**src/rtl/transmitter_fsm.sv**
```systemverilog
// ---------------------------------------------------------------------------
// transmitter_fsm
//   Command-driven serial transmitter holding a 2x4 matrix of 8-bit cells.
//   A 3-bit action code writes a byte into the addressed cell, clears the
//   matrix, or streams one cell, one row or the whole matrix out of tx as
//   UART-style frames (start 0, 8 data bits LSB first, stop 1).
//
// Ports
//   clk            : single clock, all logic on posedge
//   rst            : synchronous active-high reset (clears memory, aborts send)
//   d0..d7         : write data, d0 = LSB
//   row            : row address (0..1)
//   col0, col1     : column address {col1,col0} (0..3)
//   action0..2     : action code {action2,action1,action0}
//                    0 nop, 1 write, 2 send cell, 3 send row, 4 send all,
//                    5 clear, 6/7 nop
//   tx             : serial line, idle high
//   busy           : high while any frame is in progress
//   cell0..cell7   : bits of the cell at the live (row,col) address
// ---------------------------------------------------------------------------
module transmitter_fsm #(
  parameter int CLKS_PER_BIT = 4
) (
  input  logic clk,
  input  logic rst,
  input  logic d0,
  input  logic d1,
  input  logic d2,
  input  logic d3,
  input  logic d4,
  input  logic d5,
  input  logic d6,
  input  logic d7,
  input  logic row,
  input  logic col0,
  input  logic col1,
  input  logic action0,
  input  logic action1,
  input  logic action2,
  output logic tx,
  output logic busy,
  output logic cell0,
  output logic cell1,
  output logic cell2,
  output logic cell3,
  output logic cell4,
  output logic cell5,
  output logic cell6,
  output logic cell7
);

  localparam int CNT_W = (CLKS_PER_BIT > 1) ? $clog2(CLKS_PER_BIT) : 1;
  localparam logic [CNT_W-1:0] BAUD_LAST = CNT_W'(CLKS_PER_BIT - 1);

  localparam logic [2:0] ACT_WRITE    = 3'd1;
  localparam logic [2:0] ACT_SEND_ONE = 3'd2;
  localparam logic [2:0] ACT_SEND_ROW = 3'd3;
  localparam logic [2:0] ACT_SEND_ALL = 3'd4;
  localparam logic [2:0] ACT_CLEAR    = 3'd5;

  typedef enum logic [1:0] {
    IDLE,
    START,
    DATA,
    STOP
  } state_t;

  state_t state, state_next;

  logic [7:0]       mem [8];
  logic [2:0]       addr;
  logic [7:0]       wdata;
  logic [2:0]       action;
  logic [CNT_W-1:0] baud_cnt;
  logic [2:0]       bit_cnt;
  logic [7:0]       shreg;
  logic [2:0]       cur_idx;
  logic [2:0]       last_idx;
  logic             baud_last;
  logic             last_frame;
  logic             is_send;

  assign addr   = {row, col1, col0};
  assign wdata  = {d7, d6, d5, d4, d3, d2, d1, d0};
  assign action = {action2, action1, action0};

  assign baud_last  = (baud_cnt == BAUD_LAST);
  assign last_frame = (cur_idx == last_idx);
  assign is_send    = (action == ACT_SEND_ONE) || (action == ACT_SEND_ROW) ||
                      (action == ACT_SEND_ALL);

  // Cell read port follows the live address inputs with no register delay.
  assign {cell7, cell6, cell5, cell4, cell3, cell2, cell1, cell0} = mem[addr];

  // State register.
  always_ff @(posedge clk) begin
    if (rst) begin
      state <= IDLE;
    end else begin
      state <= state_next;
    end
  end

  // Next-state logic. Actions are only looked at in IDLE, so anything that
  // arrives mid-send is simply dropped.
  always_comb begin
    state_next = state;
    case (state)
      IDLE:  if (is_send) state_next = START;
      START: if (baud_last) state_next = DATA;
      DATA:  if (baud_last && (bit_cnt == 3'd7)) state_next = STOP;
      STOP:  if (baud_last) state_next = last_frame ? IDLE : START;
      default: state_next = IDLE;
    endcase
  end

  // Datapath: memory, baud/bit counters and the frame shift register.
  // A multi-frame send is tracked as a cell index range [cur_idx, last_idx];
  // each following frame's byte is loaded as the previous stop bit ends so
  // that frames run back to back.
  always_ff @(posedge clk) begin
    if (rst) begin
      for (int i = 0; i < 8; i++) begin
        mem[i] <= 8'd0;
      end
      baud_cnt <= '0;
      bit_cnt  <= 3'd0;
      shreg    <= 8'd0;
      cur_idx  <= 3'd0;
      last_idx <= 3'd0;
    end else if (state == IDLE) begin
      baud_cnt <= '0;
      bit_cnt  <= 3'd0;
      case (action)
        ACT_WRITE: mem[addr] <= wdata;
        ACT_SEND_ONE: begin
          cur_idx  <= addr;
          last_idx <= addr;
          shreg    <= mem[addr];
        end
        ACT_SEND_ROW: begin
          cur_idx  <= {row, 2'b00};
          last_idx <= {row, 2'b11};
          shreg    <= mem[{row, 2'b00}];
        end
        ACT_SEND_ALL: begin
          cur_idx  <= 3'd0;
          last_idx <= 3'd7;
          shreg    <= mem[0];
        end
        ACT_CLEAR: begin
          for (int i = 0; i < 8; i++) begin
            mem[i] <= 8'd0;
          end
        end
        default: ;
      endcase
    end else begin
      baud_cnt <= baud_last ? '0 : baud_cnt + 1'b1;
      if (baud_last) begin
        if (state == DATA) begin
          shreg   <= shreg >> 1;
          bit_cnt <= bit_cnt + 3'd1;
        end
        if ((state == STOP) && !last_frame) begin
          cur_idx <= cur_idx + 3'd1;
          shreg   <= mem[cur_idx + 3'd1];
        end
      end
    end
  end

  // Outputs decoded from the registered state, so tx/busy change only on
  // clock edges.
  always_comb begin
    tx   = 1'b1;
    busy = 1'b0;
    case (state)
      START: begin
        tx   = 1'b0;
        busy = 1'b1;
      end
      DATA: begin
        tx   = shreg[0];
        busy = 1'b1;
      end
      STOP: begin
        tx   = 1'b1;
        busy = 1'b1;
      end
      default: begin
        tx   = 1'b1;
        busy = 1'b0;
      end
    endcase
  end

endmodule

```
**config.mk**
```make
export PLATFORM = sky130hd
export DESIGN_NAME = transmitter_fsm
export DESIGN_NICKNAME = d
export VERILOG_FILES = /design/src/rtl/transmitter_fsm.sv
export SDC_FILE = /design/constraint.sdc
export NUM_CORES = 1
export LEC_CHECK = 0
export ABC_AREA = 1
export CAP_MARGIN = 10
export CELL_PAD_IN_SITES_DETAIL_PLACEMENT = 1
export CELL_PAD_IN_SITES_GLOBAL_PLACEMENT = 2
export CORE_MARGIN = 10
export CORE_UTILIZATION = 38
export DETAILED_ROUTE_END_ITERATION = 8
export PLACE_DENSITY_LB_ADDON = 0.08
export SYNTH_ARGS = -nofsm -noshare
export SYNTH_HDL_FRONTEND = slang
export SYNTH_SLANG_ARGS = --single-unit
```
**constraint.sdc**
```tcl
create_clock -name clk -period 4.71 [get_ports clk]
set_input_delay 0.7065 -clock clk [delete_from_list [all_inputs] [get_ports clk]]
set_output_delay 0.7065 -clock clk [all_outputs]
set_load 0.005 [all_outputs]
```
==> summary.md <==
| Metric | Value |
|---|---|
| Crit end category | output pin |
| CTS max path bufs | 2 |
| RSZ-0062 raised after global routing | no |
| PwrDens | 507 mW/mm^2 |
| Core area | approximately 0.014 mm^2 |
| M1 wire length | roughly 8500 um |
| Sequential area share after synthesis | 0.437 |
| Hold WS | between 0.4 and 0.5 ns |
| Crit path launch type | primary input |
| Die ar. | ~0.019 mm^2 |
| Yosys cell types | 36 |
| Synth Net Count | 761 |
| Clk_lat worst skew | around 0.35 ns |
| Mean Syn Cell Area | ~7.3 um^2 |
| Min Tclk post-route | 3.52 ns |
| Asr flop ratio synth | 0 |
| Slew Viols, Final | 0 |
| Top sig layer | met4 |
| DR WL/cell | slightly below 20 um |
| WL met2 | just under 9000 um |
| Max-slew headroom | 0.312 |
| Final period utilization | 0.746 |
| Core Rows | 43 |
| Sequential Area | around 0.0023 mm^2 |
| Layout cells sized above 1 | 0.0640 |
| Syn-to-layout area delta | 11.3% |
| Flop pwr share | 0.324 |
| Detailed Routing Iterations Pass 1 | 5 |
| Required @ worst endpoint | 4.00 ns |
| Synth area leaders | edfxtp_1, nand2_1, dfxtp_1 |
| Clock root buffer master | clkbuf_16 |
| Crit Path Class | primary input to output pin |
| Int Power | 1.79 mW |
| Met3 routed WL | just over 500 um |
| Yosys top cell by area | edfxtp_1 |
| WP data arrival | about 2.8 ns |
| Antenna Nets Post-Route | 0 |
| Logic pwr share | 0.411 |
| Global-route wire length before repair | between 20000 and 30000 um |
| Inserted Diodes | 0 |
| Via count | 4817 |
| I/O Pins | 26 |
| Post-CTS Hold Fix Bufs | 0 |
| CTS tree | done |
| Placed cell area | about 0.0056 mm^2 |
| Worst VDD drop | around 0.20 mV |
| Hold WC Path Type | flip-flop to flip-flop |
| CTS resizes | 0 |
| Status | finished clean |
| Initial antenna violation count | 0 |
| Final instance area | just under 0.006 mm^2 |
| Post-DR vias/cell | about 5.2 |
| Finished Layout Cells | 930 |
| Final Setup Violations | 0 |
| Commonest non-fill, non-tap cell in the layout | nand2_1 |
| Layout Nets | 770 |
| Gate Count Post-Synth | 737 |
| Worst-margin pin slew | slightly above 1 ns |
| Routed wire length | roughly 18000 um |
| Clock transition at path regs | around 0.060 ns |
| Clock share of power | 0.265 |
| Fillers | 1744 |
| Clk_skew | 0.00671 ns |
| Die W | approximately 140 um |
| Final routed DRC violation total | 0 |
| Endpoints failing hold | 0 |
| H-tree depth | 3 |
| Synth warn | 0 |
| Post-synth EDFFs | 64 |
| Total gr overflow | 0 |
| CTS Sinks | 85 |
| Routability Congestion | about 0.88 |
| Initial core utilization | 0.387 |
| Setup bufs post-CTS | 0 |
| Most common flop cell mapped by yosys | edfxtp_1 |
| Synth Register Bits | 85 |
| Initial DRC count | roughly 260 |
| Setup TNS | 0 ns |
| FMAX | ~280 MHz |
| CP max FO | 33 |
| Mapped Area | ~0.0054 mm^2 |
| Largest net degree at the start of global routing | 47 |
| Area of the multi-input gates | roughly 0.0026 mm^2 |
| GRT Util Overall | 0.188 |
| Die H | approximately 140 um |
| Cell count after placement | between 900 and 1000 |
| Leakage power total | ~2.7 nW |
| Max Cap Viol | 0 |
| CTS buffer count | 9 |
| Port bufs | 25 |
| Sw Ratio | 0.409 |
| HPWL after DPL | roughly 13000 um |
| Switching pwr | 1.24 mW |
| Top cell type's share of synthesized area | 0.359 |
| Number of global-route vias before repair | about 5100 |
| Most frequent cells in the layout | nand2_1, nor2_1, edfxtp_1, inv_1, o21ai_0 |
area by class of cell:
class	count	share of cell area
sequential	85	0.393
inverter	55	0.0353
timing repair buffer	30	0.0474
multi-input combinational	565	0.431
clock buffer	10	0.0384
tap	180	0.0378
clock inverter	5	0.0168
synth_stat cells (2+ instances only):
master	number
a21oi_1	11
a21oi_2	2
a21oi_4	2
a31oi_1	4
buf_2	11
buf_4	9
buf_6	7
clkbuf_1	4
dfxtp_1	21
edfxtp_1	64
ha_1	8
inv_1	48
inv_2	5
nand2_1	333
nand3_1	23
nand3_2	2
nand4_1	4
nand4_4	8
nor2_1	103
nor2_2	2
o21ai_0	32
o21ai_1	20
registers in the layout, summed over array words and instances (netlist names):
register	count
mem	64
shreg	8
bit_cnt	3
cur_idx	3
last_idx	3
baud_cnt	2
state	2
kinds of logic (layout without fill, tap and decap cells):
| kind of cell | after synthesis | in the layout | synth area share |
|---|---|---|---|
| AND/OR/NAND/NOR | 482 | 482 | 0.380 |
| AO/OA/AOI/OAI | 72 | 72 | 0.0745 |
| flip-flops | 85 | 85 | 0.437 |
| buffers and inverters | 87 | 100 | 0.0825 |
| XOR/XNOR | 3 | 3 | 0.00631 |
| adder cells (fa/ha/maj) | 8 | 8 | 0.0187 |
final timing paths:
path          startpoint     endpoint  slack, ns  cells past startpoint
max                 col0        cell6       1.19                      9
min          baud_cnt[0]  baud_cnt[0]       0.44                      1
max reg2reg     state[0]    mem[4][1]       2.04                      4
min reg2reg  baud_cnt[0]  baud_cnt[0]       0.44                      1
worst max-delay path: stages:
cell and delay, ns:
buf_2 0.47, buf_4 0.44, nand2_1 0.09, o21ai_1 0.22, nand2_1 0.10, nand2_1 0.08
nand2_1 0.05, nand2_1 0.13, clkdlybuf4s50_1 0.51
power by group through the flow:
stage	logic (mW)	registers (mW)	clock network, mW
after floorplan	0.895	0.968	0
after global placement	1.22	0.990	0
after detailed placement	1.25	0.994	0
after CTS	1.25	0.979	0.809
after global routing	1.39	0.991	0.845
final	1.24	0.979	0.800
through the flow:
step	utilization	setup WS, ns	power [mW]
global route	0.431	1.02	3.23
finish	0.431	1.19	3.02
CTS	0.431	1.22	3.04
detailed placement	0.407	1.21	2.24
floorplan	-	2.65	1.86
global placement	0.407	1.26	2.21
layer usage:
metal,vias up,global-route usage
met5,-,0
li1,2354,-
met4,0,0.0533
met1,2358,0.237
met3,21,0.0271
met2,84,0.324
(Power assumes the default switching activity.)
